$ cat src/rtl/instr_fetch.sv
// instr_fetch: fetch stage that issues the PC to instruction memory over req/ack,
// holds the returned word in IR for decode and handles flush/redirect and memory timeout.
module instr_fetch #(
   parameter int          TIMEOUT  = 256,
   parameter logic [31:0] NOP_INSN = 32'h5400_0000
) (
   input  logic        clk,
   input  logic        reset,
   input  logic [31:0] i_address,
   output logic        if_step,
   input  logic        flush,
   output logic        imem_req,
   output logic [31:0] imem_addr,
   input  logic        imem_ack,
   input  logic [31:0] imem_rdata,
   output logic        ir_valid,
   input  logic        ir_ready,
   output logic [31:0] ir_data,
   output logic [31:0] ir_pc,
   output logic        ir_err,
   output logic [31:0] fetch_cnt
);
   localparam logic [1:0] IDLE  = 2'd0;
   localparam logic [1:0] FETCH = 2'd1;
   localparam logic [1:0] FULL  = 2'd2;
   localparam logic [1:0] DROP  = 2'd3;
   localparam int CW = TIMEOUT > 0 ? $clog2(TIMEOUT + 1) : 1;

   logic [1:0]    state_q, state_d;
   logic [CW-1:0] wait_q, wait_d;
   logic [31:0]   ir_data_q, ir_data_d, ir_pc_q, ir_pc_d, fetch_cnt_q, fetch_cnt_d;
   logic          ir_err_q, ir_err_d, step, tmo;

   // timeout fires on the cycle the wait counter would reach TIMEOUT
   assign tmo = (TIMEOUT != 0) && (wait_q == CW'(TIMEOUT - 1));

   always_comb begin
      state_d     = state_q;
      ir_data_d   = ir_data_q;
      ir_pc_d     = ir_pc_q;
      ir_err_d    = ir_err_q;
      fetch_cnt_d = fetch_cnt_q;
      step        = 1'b0;
      case (state_q)
         IDLE: begin
            state_d = FETCH;
            step    = flush;
         end
         FETCH: begin
            if (flush) begin
               step    = 1'b1;
               state_d = imem_ack ? FETCH : DROP;
            end else if (imem_ack || tmo) begin
               step      = imem_ack;
               ir_data_d = imem_ack ? imem_rdata : NOP_INSN;
               ir_pc_d   = i_address;
               ir_err_d  = !imem_ack;
               state_d   = FULL;
            end
         end
         FULL: begin
            step        = flush;
            fetch_cnt_d = fetch_cnt_q + ((ir_ready && !flush) ? 32'd1 : 32'd0);
            state_d     = (flush || ir_ready) ? FETCH : FULL;
         end
         default: begin
            step    = flush;
            state_d = (imem_ack || tmo) ? FETCH : DROP;
         end
      endcase
      wait_d = (state_d != state_q || (state_q == FETCH && flush) || state_q == IDLE || state_q == FULL)
               ? '0 : wait_q + CW'(1);
   end

   always_ff @(posedge clk) begin
      if (reset) begin
         state_q     <= IDLE;
         wait_q      <= '0;
         ir_data_q   <= '0;
         ir_pc_q     <= '0;
         ir_err_q    <= 1'b0;
         fetch_cnt_q <= '0;
      end else begin
         state_q     <= state_d;
         wait_q      <= wait_d;
         ir_data_q   <= ir_data_d;
         ir_pc_q     <= ir_pc_d;
         ir_err_q    <= ir_err_d;
         fetch_cnt_q <= fetch_cnt_d;
      end
   end

   assign if_step   = !reset && step;
   assign imem_req  = !reset && (state_q == FETCH || state_q == DROP);
   assign imem_addr = i_address;
   assign ir_valid  = state_q == FULL;
   assign ir_data   = ir_data_q;
   assign ir_pc     = ir_pc_q;
   assign ir_err    = ir_err_q;
   assign fetch_cnt = fetch_cnt_q;
endmodule
$ cat config.mk
export PLATFORM = sky130hd
export DESIGN_NAME = instr_fetch
export DESIGN_NICKNAME = d
export VERILOG_FILES = /design/src/rtl/instr_fetch.sv
export SDC_FILE = /design/constraint.sdc
export NUM_CORES = 1
export LEC_CHECK = 0
export BUFFER_PORTS_ARGS = -buffer_cell sky130_fd_sc_hd__buf_2
export CAP_MARGIN = 5
export CORE_MARGIN = 5
export CORE_UTILIZATION = 47
export DETAILED_ROUTE_END_ITERATION = 7
export PLACE_DENSITY = 0.8
export SYNTH_ARGS = -nofsm -noshare
export SYNTH_HDL_FRONTEND = slang
export SYNTH_SLANG_ARGS = --single-unit
$ cat constraint.sdc
create_clock -name clk -period 2.84 [get_ports clk]
set_input_delay 0.852 -clock clk [delete_from_list [all_inputs] [get_ports clk]]
set_output_delay 0.852 -clock clk [all_outputs]
set_load 0.005 [all_outputs]
==> results of run 1 <==
## cell usage in the layout, fill, tap and decap left out, types with 6 or more instances in the layout
master / count
or3_1: 7
nor2b_1: 6
nor2_1: 30
xor2_1: 11
o31ai_1: 13
a22o_1: 29
a21oi_1: 54
o21ai_0: 7
buf_2: 200
nand4_1: 12
buf_4: 8
nand2_1: 77
or4_1: 12
inv_1: 6
clkbuf_8: 9
dfxtp_1: 108
nand3_1: 7
## where the power goes
group | internal [mW] | switching, mW
Combinational | 0.108 | 0.119
Sequential | 1.55 | 0.0202
Clock | 0.353 | 0.570
Total | 2.01 | 0.708
## logic make-up (layout without fill, tap and decap cells)
| kind of cell | Yosys count | after routing |
|---|---|---|
| multiplexers | 4 | 4 |
| buffers and inverters | 66 | 230 |
| flip-flops | 108 | 108 |
| AO/OA/AOI/OAI | 110 | 110 |
| AND/OR/NAND/NOR | 176 | 176 |
| XOR/XNOR | 15 | 15 |
| adder cells (fa/ha/maj) | 4 | 4 |
## area by class of cell
| cell class | count | area (µm²) | area share (%) |
|---|---|---|---|
| flip-flops and latches | 108 | 2160 | 39.9 |
| multi-input cells | 309 | 1830 | 33.8 |
| repair buffers | 208 | 1060 | 19.6 |
| well taps | 111 | 139 | 2.56 |
| clock buffers | 9 | 124 | 2.29 |
| clock inverters | 7 | 76.3 | 1.41 |
| inverters | 6 | 22.5 | 0.416 |
## synth_stat cells, drive strengths merged (2+ instances only)
master | n | share of area [%]
nand4 | 14 | 2.3
a22o | 29 | 5.8
o31ai | 13 | 2.2
o22ai | 3 | 0.43
buf | 42 | 6.9
mux2 | 2 | 0.51
o21ai | 8 | 0.91
clkbuf | 18 | 2.2
or4 | 14 | 2.5
nor2b | 7 | 0.99
xor2 | 11 | 2.2
mux2i | 2 | 0.45
xnor2 | 4 | 0.79
dfxtp | 108 | 49
nand3 | 9 | 1.4
nor2 | 31 | 2.6
a211oi | 2 | 0.34
nand2 | 77 | 6.6
and4 | 5 | 1.0
or3 | 7 | 0.99
inv | 6 | 0.51
ha | 4 | 1.1
and4b | 2 | 0.45
a21oi | 54 | 6.1
and2 | 2 | 0.31
and3 | 3 | 0.43
## metrics by stage
step | hold WS (ns) | setup slack, ns
after floorplan | 0.426 | 0.301
after global placement | 0.438 | 0.0685
after detailed placement | 0.443 | 0.0216
after CTS | 0.458 | 0.393
after global routing | 0.476 | 0.265
final | 0.459 | 0.375
## worst reg2reg max path, delay by kind of cell (launching register included)
kind,cells,cell delay (ns)
buffers and inverters,1,0.37
DFF,1,0.34
adders and majority gates,2,0.45
and+or+nand+nor,4,0.47
AOI/OAI and AO/OA,2,0.64
## state kept, by name (all words and copies together) (netlist names)
name       flops
wait_q         9
ir_pc         32
ir_err         1
state_q        2
fetch_cnt     32
ir_data       32
## routing by layer
layer  global-route usage, %  part of all wire [%]  vias to the layer above
met5                       0                  0.17                        -
met3                    5.24                   8.1                       18
li1                        -                     -                     1977
met1                    23.9                    41                     1864
met4                    6.94                   1.7                        2
met2                    33.2                    49                      158
## worst paths after layout
path	startpoint	slack, ns	end	cells past startpoint
worst max register to register	wait_q[0]$_SDFF_PP0_	0.51	ir_pc[8]$_SDFFE_PP0P_	9
worst min-delay path	ir_pc[6]$_SDFFE_PP0P_	0.46	ir_pc[6]$_SDFFE_PP0P_	2
worst min register to register	ir_pc[6]$_SDFFE_PP0P_	0.46	ir_pc[6]$_SDFFE_PP0P_	2
worst max-delay path	ir_ready	0.37	fetch_cnt[28]$_SDFFE_PP0P_	8
==> metrics.md, run 1 <==
| Metric | Value |
|---|---|
| Crit Path Max Fanout | `16` |
| Clock sinks | `108` |
| Top_reg_cell synth | `dfxtp_1` |
| Vias in the first global route | `3981` |
| Final Wtd Congestion | `0.791` |
| Length of the first detailed-routing pass in iterations | `5` |
| Post-DRT Antenna Nets | `0` |
| Post-synthesis mux area share | `0.965%` |
| Outcome | `finished clean` |
| TNS Setup | `0 ns` |
| Worst Tran Pin Value | `0.753 ns` |
| Final Cell Area | `5420 µm²` |
| Net Count, Synth | `556` |
| CP dominant cell by count | `ha_1` |
| Post-CTS Setup Inserts | `0` |
| Largest net degree at the start of global routing | `74` |
| Dpl hpwl | `8.67 mm` |
| Via Count | `4019` |
| Leak Pwr | `2.45 nW` |
| Crit Path Category | `input port to flop` |
| Compound-Gate Fraction of Synth Area | `15.9%` |
| FFs w/ async S/R, synth | `0%` |
| DR iter-0 viols | `159` |
| Total gr overflow | `0` |
| Port Buf Inserts | `200` |
| Std cell rows | `35` |
| Die area | `11400 µm²` |
| DP Area | `5220 µm²` |
| Pwr per Cell Area | `502 nW/µm²` |
| Cells after synthesis | `483` |
| Buf/Inv on CP | `1` |
| Routed WL per cell | `15.1 µm` |
| Total core area | `9200 µm²` |
| DRC | `0` |
| Clk root buf | `clkbuf_8` |
| Post-synth cell types | `43` |
| Largest family of logic cells by synthesized area | `simple AND/OR/NAND/NOR gates` |
| Register area share after synthesis | `49.0%` |
| CTS resizes | `0` |
| Synthesized area | `4410 µm²` |
| Endpoint class of the critical path | `flop` |
| Slowest stage cell, crit path | `or4_1` |
| RSZ-0062 raised after global routing | `false` |
| Num ports | `201` |
| Post-Layout Cell Count | `758` |
| Fraction of final layout cells with drive strength greater than 1 | `36.8%` |
| Total GRT Usage | `19.6%` |
| Synth warn | `0` |
| Tot Pwr | `2.72 mW` |
| Max-cap violation count | `0` |
| Slowest stage delay, CP | `0.55 ns` |
| Initial core utilization | `47.9%` |
| Final Hold Fails | `0` |
| Area Overhead vs Synth | `22.9%` |
| Adder-cell share of the synthesized area | `1.14%` |
| Cells after DPL | `742` |
| Die Y | `107 µm` |
| CP startpoint kind | `input port` |
| Worst skew pair latency | `0.37 ns` |
| Post-CTS Hold Buffers | `0` |
| Initial antenna violation count | `1` |
| Slew Viols, Final | `0` |
| Clock skew | `0.0184 ns` |
| Rel. slew slack | `49.8%` |
| Final period util | `86.8%` |
| Chip width | `107 µm` |
| Final Util | `58.9%` |
| Diodes inserted | `0` |
| CTS Buf Count | `9` |
| Simple-Gate Fraction of Synth Area | `20.3%` |
| Yosys reg bits | `108` |
| Worst Path Arrival | `2.75 ns` |
| Post-route minimum period | `2.47 ns` |
| Max VDD drop | `0.299 mV` |
| DRT Wirelength | `11.5 mm` |
| Max frequency | `406 MHz` |
| Fill cells | `816` |
| Htree depth | `3` |
| Number of synthesized flops with an enable pin | `0` |
| Worst-path clk slew | `0.11 ns` |
| Critical-path cell list | `buf_2 > nor2b_1 > ha_1 > ha_1 > and4b_1 > nand3_4 > or4_1 > a21oi_1` |
| CTS max path bufs | `2` |
| CP delay by family, top | `simple AND/OR/NAND/NOR gates` |
| Clock tree from TritonCTS | `done` |
| Syn_area_per_cell | `9.13 µm²` |
| Hold WC Path Type | `flop to flop` |
| Final Setup Violations | `0` |
| Post-DR vias/cell | `5.30` |
| Required @ worst endpoint | `3.13 ns` |
| Synth Area in XOR/XNOR | `2.98%` |
| Nets | `715` |
| First-pass GRT wire length | `18.4 mm` |
Power figures use the tool's default switching activity.
==> run 2: changes to the inputs <==
--- a/config.mk
+++ b/config.mk
@@ -10,7 +10,7 @@
 export CORE_MARGIN = 5
 export CORE_UTILIZATION = 47
 export DETAILED_ROUTE_END_ITERATION = 7
-export PLACE_DENSITY = 0.8
+export PLACE_DENSITY = 0.9
 export SYNTH_ARGS = -nofsm -noshare
 export SYNTH_HDL_FRONTEND = slang
 export SYNTH_SLANG_ARGS = --single-unit
==> run 2 against run 1 <==
Net effect: highest routed layer unchanged; count of clock-buffer cells in the layout grew 1; final area grew 0.48%; first-iteration DRC count is 26% lower; combinational power about the same; register-to-register slack lost 0.07 ns.
==> metrics.md, run 2 (same netlist as run 1, synthesis figures left out) <==
| Metric | Value |
|---|---|
| Port Buf Inserts | `200 (unchanged)` |
| CTS max path bufs | `2 (unchanged)` |
| Clock group share of total power | `34.6% (+0.6 points)` |
| Register share of total power | `57.1% (-0.6 points)` |
| DR iter-0 viols | `118 (-26%)` |
| Worst Tran Pin Value | `0.659 ns (-0.0940 ns)` |
| Sw frac | `23.6% (-2.5 points)` |
| Chip width | `107 µm (unchanged)` |
| Fraction of final layout cells with drive strength greater than 1 | `36.7% (-0.057 points)` |
| Post-Layout Cell Count | `759 (+0.13%)` |
| Sw Pwr | `647 µW (-8.6%)` |
| Worst skew pair latency | `0.35 ns (-0.02 ns)` |
| Total core area | `9200 µm² (unchanged)` |
| Hold WC Path Type | `flop to flop` |
| Clock sinks | `108 (unchanged)` |
| DRC | `0 (unchanged)` |
| Via Count | `4002 (-0.42%)` |
| Worst-path clk slew | `0.10 ns (about the same)` |
| First-pass GRT wire length | `17.4 mm (-5.5%)` |
| Post-CTS Hold Buffers | `0 (unchanged)` |
| Die Y | `107 µm (unchanged)` |
| Num ports | `201 (unchanged)` |
| Commonest non-fill, non-tap cell in the layout | `buf_2` |
| CTS resizes | `0 (unchanged)` |
| Die area | `11400 µm² (unchanged)` |
| Int Power | `2.10 mW (+4.2%)` |
| Post-CTS Setup Inserts | `0 (unchanged)` |
| RSZ-0062 raised after global routing | `false` |
| Vias in the first global route | `3870 (-2.8%)` |
| Max-cap violation count | `0 (unchanged)` |
| Commonest non-fill, non-tap cells in the layout | `200 x buf_2, 108 x dfxtp_1, 77 x nand2_1, 54 x a21oi_1, 31 x nor2_1` |
| Length of the first detailed-routing pass in iterations | `4 (-1)` |
| Area Overhead vs Synth | `23.5%` |
| Endpoint class of the critical path | `flop` |
| Required @ worst endpoint | `3.09 ns (-0.04 ns)` |
| Nets | `716 (+0.14%)` |
| Fill cells | `808 (-0.98%)` |
| Crit Path Category | `flop to flop` |
| Outcome | `finished clean` |
| Hold Crit Depth | `2 (unchanged)` |
| Final Setup Violations | `0 (unchanged)` |
| Crit Path Max Fanout | `29 (+13)` |
| Final period util | `84.4% (-2.4 points)` |
| CTS Buf Count | `9 (unchanged)` |
| Clock skew | `0.0179 ns (-0.000494 ns)` |
| Max VDD drop | `0.308 mV (+3.0%)` |
| Routed WL per cell | `14.4 µm (-5.0%)` |
| Multi-input gate area | `1830 µm² (-0.14%)` |
| Register Area | `2160 µm² (unchanged)` |
| Max frequency | `417 MHz (+2.9%)` |
| Leak Pwr | `2.45 nW (+0.15%)` |
| CP startpoint kind | `flop` |
| Post-route minimum period | `2.40 ns (-0.0690 ns)` |
| Htree depth | `3 (unchanged)` |
| Initial antenna violation count | `1 (unchanged)` |
| Gate power share | `8.2% (about the same)` |
| Final Wtd Congestion | `0.837 (+5.8%)` |
| Pwr per Cell Area | `504 nW/µm² (+0.40%)` |
| Diodes inserted | `0 (unchanged)` |
| Rel. slew slack | `56.1% (+6.3 points)` |
| Total GRT Usage | `18.2% (-1.3 points)` |
| Total gr overflow | `0 (unchanged)` |
| DRT Wirelength | `10.9 mm (-4.9%)` |
| Worst Path Arrival | `2.64 ns (-0.11 ns)` |
| Clock tree from TritonCTS | `done` |
| Slew Viols, Final | `0 (unchanged)` |
| Final Hold Fails | `0 (unchanged)` |
| Post-DRT Antenna Nets | `0 (unchanged)` |
| Clk root buf | `clkbuf_8` |
| Worst Reg-to-Reg Cells | `10 (+1)` |
| Cells after DPL | `743 (+0.13%)` |
| Post-DR vias/cell | `5.27 (-0.55%)` |
| TNS Setup | `0 ns (unchanged)` |
| Std cell rows | `35 (unchanged)` |
| Initial core utilization | `47.9% (unchanged)` |
| Largest net degree at the start of global routing | `69 (-6.8%)` |
| Dpl hpwl | `8.21 mm (-5.4%)` |
==> run 2: changes by cell type in the layout (fill, tap and decap cells not counted), sizes merged <==
| cell | delta |
|---|---|
| buf | +1 |
| bufinv | +1 |
| clkinvlp | +2 |
| inv | -4 |
| clkbuf | +1 |
==> run 2: area by class of cell <==
class / instances / share of cell area (%)
multi-input cells: 309 / 33.6
inverters: 6 / 0.414
clock inverters: 6 / 1.31
flip-flops and latches: 108 / 39.7
repair buffers: 209 / 19.9
well taps: 111 / 2.55
clock buffers: 10 / 2.53
==> run 2: routing by layer <==
layer	vias to the layer above	track usage [%]	share of wire, %
li1	1984	-	-
met1	1853	21.2	41
met2	145	32.2	49
met3	18	5.30	8.3
met4	2	5.75	1.6
met5	-	0	0.10
==> run 2: power groups by stage <==
stage / Clock [mW] / Sequential [mW] / Combinational, mW
after detailed placement: 0 / 1.60 / 0.229
after global routing: 1.03 / 1.57 / 0.251
after floorplan: 0 / 1.60 / 0.124
after CTS: 0.978 / 1.57 / 0.228
after global placement: 0 / 1.60 / 0.220
final: 0.950 / 1.57 / 0.225
==> run 2: stage by stage <==
| step | setup WS [ns] | hold WS [ns] | utilization (%) | instance area [µm²] | total power, mW |
|---|---|---|---|---|---|
| after detailed placement | 0.150 | 0.446 | 56.9 | 5240 | 1.83 |
| after global placement | 0.238 | 0.438 | 56.9 | 5240 | 1.82 |
| after CTS | 0.439 | 0.460 | 59.2 | 5440 | 2.77 |
| after floorplan | 0.301 | 0.426 | - | 4410 | 1.73 |
| final | 0.444 | 0.456 | 59.2 | 5440 | 2.74 |
| after global routing | 0.235 | 0.469 | 59.2 | 5440 | 2.86 |
==> run 2: final timing paths <==
check	slack [ns]	end	from
min	0.46	ir_pc[2]$_SDFFE_PP0P_	ir_pc[2]$_SDFFE_PP0P_
max reg2reg	0.44	ir_data[13]$_SDFFE_PP0P_	wait_q[0]$_SDFF_PP0_
min reg2reg	0.46	ir_pc[2]$_SDFFE_PP0P_	ir_pc[2]$_SDFFE_PP0P_
max	0.44	ir_data[13]$_SDFFE_PP0P_	wait_q[0]$_SDFF_PP0_
==> run 2: worst max-delay path, cell delays in order, from the launching register on <==
cell and delay [ns]:
dfxtp_1 0.38, ha_1 0.21, nand3_1 0.12, nor2_1 0.20
and3_1 0.18, ha_1 0.23, nor2_1 0.10, nor2b_2 0.34
nor2_1 0.08, buf_4 0.26, a22o_1 0.21
